==> src/rtl/i2s_output.sv <==
// I2S master transmitter for an external stereo DAC.
// Generates bclk/lrclk, serialises one 64-bclk stereo frame per sample.
//
// Ports:
//   clk            system clock (clk_50)
//   rst_n          asynchronous active-low reset
//   audio_in       {left[31:16], right[15:0]} two's-complement samples
//   audio_in_stb   word valid from the source
//   audio_in_ack   holding buffer can take a word; transfer on stb && ack
//   bclk_out       bit clock, f_clk / (2*BCLK_DIV)
//   lrclk_out      word select, 0 = left, 1 = right
//   dout_out       serial data, MSB first, one bclk after lrclk changes
//   frame_stb_out  one-clk pulse at each frame load
//   underrun_out   one-clk pulse when a frame loads from an empty buffer
module i2s_output #(
    parameter int BCLK_DIV     = 8,
    parameter int SAMPLE_WIDTH = 16
) (
    input  logic        clk,
    input  logic        rst_n,
    input  logic [31:0] audio_in,
    input  logic        audio_in_stb,
    output logic        audio_in_ack,
    output logic        bclk_out,
    output logic        lrclk_out,
    output logic        dout_out,
    output logic        frame_stb_out,
    output logic        underrun_out
);

    localparam logic [7:0] DIV_LAST = 8'(BCLK_DIV - 1);
    localparam logic [5:0] SW       = 6'(SAMPLE_WIDTH);

    logic [7:0]  div_cnt_q;
    logic        bclk_q;
    logic [5:0]  bit_cnt_q;
    logic        lrclk_q;
    logic        dout_q;
    logic [31:0] hold_q;
    logic        hold_full_q;
    logic [31:0] frame_q;
    logic        frame_stb_q;
    logic        underrun_q;

    logic        tick;
    logic        fall;
    logic        load;
    logic        accept;
    logic [5:0]  bit_d;
    logic        dout_d;
    logic        hold_full_d;
    logic [31:0] left_ext;
    logic [31:0] right_ext;
    logic [4:0]  idx;

    assign tick  = (div_cnt_q == DIV_LAST);
    assign fall  = tick & bclk_q;
    assign bit_d = bit_cnt_q + 6'd1;
    assign load  = fall & (bit_d == 6'd0);

    // The buffer is drained by a load in this very cycle, so a word
    // offered now can take its place without a bubble.
    assign audio_in_ack = ~hold_full_q | load;
    assign accept       = audio_in_stb & audio_in_ack;

    // One-bit I2S delay: slot n carries sample bit [SW-n] of its half.
    always_comb begin
        left_ext  = {16'b0, frame_q[31:16]};
        right_ext = {16'b0, frame_q[15:0]};
        dout_d    = 1'b0;
        idx       = 5'd0;
        if (bit_d >= 6'd1 && bit_d <= SW) begin
            idx    = 5'(SW - bit_d);
            dout_d = left_ext[idx];
        end else if (bit_d >= 6'd33 && bit_d <= 6'd32 + SW) begin
            idx    = 5'(SW - (bit_d - 6'd32));
            dout_d = right_ext[idx];
        end
    end

    always_comb begin
        hold_full_d = hold_full_q;
        if (accept) begin
            hold_full_d = 1'b1;
        end else if (load) begin
            hold_full_d = 1'b0;
        end
    end

    always_ff @(posedge clk or negedge rst_n) begin
        if (!rst_n) begin
            div_cnt_q   <= 8'd0;
            bclk_q      <= 1'b0;
            bit_cnt_q   <= 6'd63;
            lrclk_q     <= 1'b1;
            dout_q      <= 1'b0;
            hold_q      <= 32'd0;
            hold_full_q <= 1'b0;
            frame_q     <= 32'd0;
            frame_stb_q <= 1'b0;
            underrun_q  <= 1'b0;
        end else begin
            if (tick) begin
                div_cnt_q <= 8'd0;
                bclk_q    <= ~bclk_q;
            end else begin
                div_cnt_q <= div_cnt_q + 8'd1;
            end
            if (fall) begin
                bit_cnt_q <= bit_d;
                lrclk_q   <= bit_d[5];
                dout_q    <= dout_d;
            end
            frame_stb_q <= load;
            underrun_q  <= load & ~hold_full_q;
            if (load) begin
                frame_q <= hold_full_q ? hold_q : 32'd0;
            end
            if (accept) begin
                hold_q <= audio_in;
            end
            hold_full_q <= hold_full_d;
        end
    end

    assign bclk_out      = bclk_q;
    assign lrclk_out     = lrclk_q;
    assign dout_out      = dout_q;
    assign frame_stb_out = frame_stb_q;
    assign underrun_out  = underrun_q;

endmodule

==> config.mk <==
export PLATFORM = sky130hd
export DESIGN_NAME = i2s_output
export DESIGN_NICKNAME = d
export VERILOG_FILES = /design/src/rtl/i2s_output.sv
export SDC_FILE = /design/constraint.sdc
export NUM_CORES = 1
export LEC_CHECK = 0
export ABC_AREA = 1
export CAP_MARGIN = 20
export CORE_MARGIN = 5
export CORE_UTILIZATION = 56
export DETAILED_ROUTE_END_ITERATION = 16
export PLACE_DENSITY = 0.85
export SYNTH_ARGS = -nofsm -noshare
export SYNTH_HDL_FRONTEND = slang
export SYNTH_SLANG_ARGS = --single-unit
==> constraint.sdc <==
create_clock -name clk -period 2.7 [get_ports clk]
set_clock_uncertainty 0.1 [all_clocks]
set_input_delay 0.27 -clock clk [delete_from_list [all_inputs] [get_ports clk]]
set_output_delay 0.27 -clock clk [all_outputs]
set_load 0.005 [all_outputs]
==> summary by stage <==
Outcome
The flow ran to the end, and the final reports show no timing, DRC or antenna violations.

Yosys
The post-synth design cell area is 3810 sq um. A synthesized cell averages 8.36 sq um. The sequential element share of the synthesized area is 54.7%.

In the post-synthesis netlist, the biggest area contributors are sky130_fd_sc_hd__dfrtp_1 (51%), sky130_fd_sc_hd__nand2_1 (15%), sky130_fd_sc_hd__nand3_1 (6.7%). The number of distinct library cells after synthesis is 24. The number of flip-flops and latches in the synthesized netlist is 83. Synthesis produced a netlist with a net count of 494. The count of mapped cells out of synthesis is 456. During synthesis, Yosys emitted a total of 0 warnings. Of all cell types, the one taking the most synthesized area is sky130_fd_sc_hd__dfrtp_1.

The portion of synthesized cell area occupied by the leading cell type is 50.5%.

STA
The max-slew violation count is 0. The worst path meets setup with 89.2 ps of slack. The worst slew margin relative to its limit is 74.6%.

The total setup violations reported at the end of the flow is 0. Derived from the worst setup path, the maximum achievable clock frequency is 383 MHz. Dividing the final minimum period by the clock period gives 96.7%. The number of hold violations in the final report came to 0. The post-route minimum period is 2610 ps. The measured slew at the worst slew-check pin is 379 ps.

Worst setup path
The signal arrival time at the worst endpoint is 2240 ps. The worst-path maximum fanout is 4. The critical path goes through ha_4, nand3_2, xnor2_2, nor2_2, nand2_4, nand2_8, clkdlybuf4s50_1. The critical path startpoint category is a flip-flop. The worst setup path is of the flip-flop to primary output kind.

The largest single stage delay on the critical path is 600 ps. The critical path capture point type is a primary output. Data on the critical path is required at its endpoint by 2330 ps. The cell type of the slowest stage on the worst timing path is sky130_fd_sc_hd__dfstp_2.

Layout
The count of placed standard cells in the final layout, fillers left out is 585. The number of fill cells in the layout is 525. In the final layout, the share of cells above drive strength 1 is 10.5%. 0 antenna diodes ended up in the layout. The top cell types in the final layout, fill and taps aside, are sky130_fd_sc_hd__nand2_1 (149), sky130_fd_sc_hd__dfrtp_1 (77), sky130_fd_sc_hd__nand3_1 (50). The net count of the finished layout is 538.

The area overhead of the layout relative to synthesis is 19.7%. The library cell used most frequently in the layout, excluding fill and tap cells, is sky130_fd_sc_hd__nand2_1.

Die
The starting density of the core is 56.8%. After floorplanning, the core was sized to cover 6720 sq um. The chip height is 92.5 microns. The die area is 8560 sq um. The boundary pin count is 41.

The number of rows in the core area is 30. The die is 92.5 microns wide.

Clock network
The tree is rooted in a sky130_fd_sc_hd__clkbuf_8. TritonCTS built the clock tree. The clock transition at the registers of the reported paths is 90 ps. The CTS buffer count is 9. The clock tree synthesis step divided the H-tree into 3 levels. No sink is reached through more buffers than the 2 on the longest clock path. Counting every sink on the clock net gives 83.

The clock latency on the worst-skew pair is 360 ps.

Global routing
Global routing finished with a remaining overflow of 0. The overall routing resource usage is 19.8%. The number of global-route vias before repair is 2982. The largest net degree at the start of global routing is 84. The number of antenna violations at the first check in global routing was 0. The first-pass GRT wire length is 13500 microns.

Route
The number of iterations in the first detailed-routing pass is 4. The number of nets still failing antenna checks after routing is 0. The routed design has 7900 microns of wire.

After detailed routing, the average wire length per cell comes to 13.5 microns. The total number of vias is 3091. In the routed layout, each cell is associated on average with a via count of 5.28.

The number of DRC markers after the initial detailed-route iteration is 233. For this run, design rule violations remaining after detail routing come to 0.

Placed design
At the end of routability-driven placement, the weighted congestion stood at 0.866. The half-perimeter wire length after detailed placement is 5270 microns. Once placement completed, the tool counted placed cells totaling 558. The worst setup timing slack at the placement stage is 138 ps. The total of buffers placed on input and output ports is 40.

Power
For this design the static power due to leakage is 2.36 nW. VDD sags by at most 360 uV. Dividing total power by cell area gives a power density of 493 nW/um^2.

Hold path
The worst hold path class is input port to async pin.

Run
The count of max-cap constraint violations is 0.
-- final cells by class --
type	count	area, sq um	area share (%)
Timing Repair Buffer	57	548	12.0
Tap cell	80	100	2.19
Clock buffer	9	124	2.71
Clock inverter	7	82.6	1.81
Sequential cell	83	2080	45.7
Inverter	37	139	3.04
Multi-Input combinational cell	312	1490	32.6
-- registers in the layout, indices dropped and copies added (netlist names) --
register,cells
frame_q,32
bclk_out,1
underrun_out,1
div_cnt_q,8
dout_out,1
frame_stb_out,1
hold_full_q,1
bit_cnt_q,6
hold_q,32
-- final timing paths --
| path | from | end | slack (ps) | cells after the start |
|---|---|---|---|---|
| min in group clk | audio_in[31] | hold_q[31]$_DFFE_PN0P_ | 350 | 3 |
| min reg2reg | div_cnt_q[0]$_DFF_PN0_ | div_cnt_q[0]$_DFF_PN0_ | 380 | 1 |
| max | bit_cnt_q[0]$_DFFE_PN1P_ | audio_in_ack | 90 | 7 |
| max reg2reg | bit_cnt_q[0]$_DFFE_PN1P_ | dout_out$_DFFE_PN0P_ | 230 | 13 |
| min | rst_n | div_cnt_q[4]$_DFF_PN0_ | 170 | 2 |
| max in group asynchronous | rst_n | bit_cnt_q[2]$_DFFE_PN1P_ | 1710 | 3 |
-- metrics by stage --
| stage | util [%] | hold slack (ps) | setup TNS, ps | power, mW | cell area [sq um] |
|---|---|---|---|---|---|
| after detailed placement | 62.8 | 360 | 0 | 1.35 | 4220 |
| after CTS | 66.5 | 18.0 | 0 | 2.26 | 4470 |
| after floorplan | - | -126 | 0 | 1.27 | 3810 |
| after global placement | 62.8 | 356 | 0 | 1.35 | 4220 |
| after global routing | 68.0 | 183 | -25.8 | 2.33 | 4570 |
| final | 68.0 | 173 | 0 | 2.25 | 4570 |
-- cell usage after synthesis, drive strengths merged --
| cell type | count |
|---|---|
| nand2 | 153 |
| o21ai | 30 |
| nand3 | 51 |
| dfstp | 6 |
| xor2 | 5 |
| ha | 3 |
| buf | 16 |
| xnor2 | 4 |
| nor3 | 2 |
| nor2 | 25 |
| clkbuf | 8 |
| inv | 37 |
| nand4 | 3 |
| dfrtp | 77 |
| a21oi | 36 |
-- what timing repair did --
item,in CTS,in global routing
endpoints found under the setup margin,1,2
hold buffers,0,1
resized for setup,2,5
endpoints found under the hold margin,0,78
pin swaps,1,3
buffers inserted,4,5
-- kinds of logic (layout without fill, tap and decap cells) --
family	Yosys count	count (layout)	synth area share, %
AND/OR/NAND/NOR	234	234	26.1
flip-flops	83	83	54.7
AO/OA/AOI/OAI	66	66	8.66
buffers and inverters	61	110	7.28
XOR/XNOR	9	9	2.26
adder cells (fa/ha/maj)	3	3	0.984
-- worst max-delay path, delay by kind of cell (launching register included) --
family / cells / cell delay (ps)
AND/OR/NAND/NOR: 4 / 450
flip-flops: 1 / 600
buffers and inverters: 1 / 500
adder cells (fa/ha/maj): 1 / 180
XOR/XNOR: 1 / 170
-- report_power, final --
group	leakage, nW	internal [mW]	switching, mW	total [mW]
clock	0.0984	0.441	0.483	0.925
combinational	1.14	0.0484	0.0367	0.0851
sequential	1.13	1.24	0	1.24
total	2.36	1.73	0.520	2.25
-- metal layers --
metal  global-route usage, %  vias to the layer above  share of wire, %
met1                    25.2                     1481                44
met5                       0                        -                 0
met4                    5.57                        0               1.1
met3                    4.71                        7               4.2
met2                    33.7                       59                50
li1                        -                     1544                 -
Note: power is estimated with default switching activity, not from simulation.
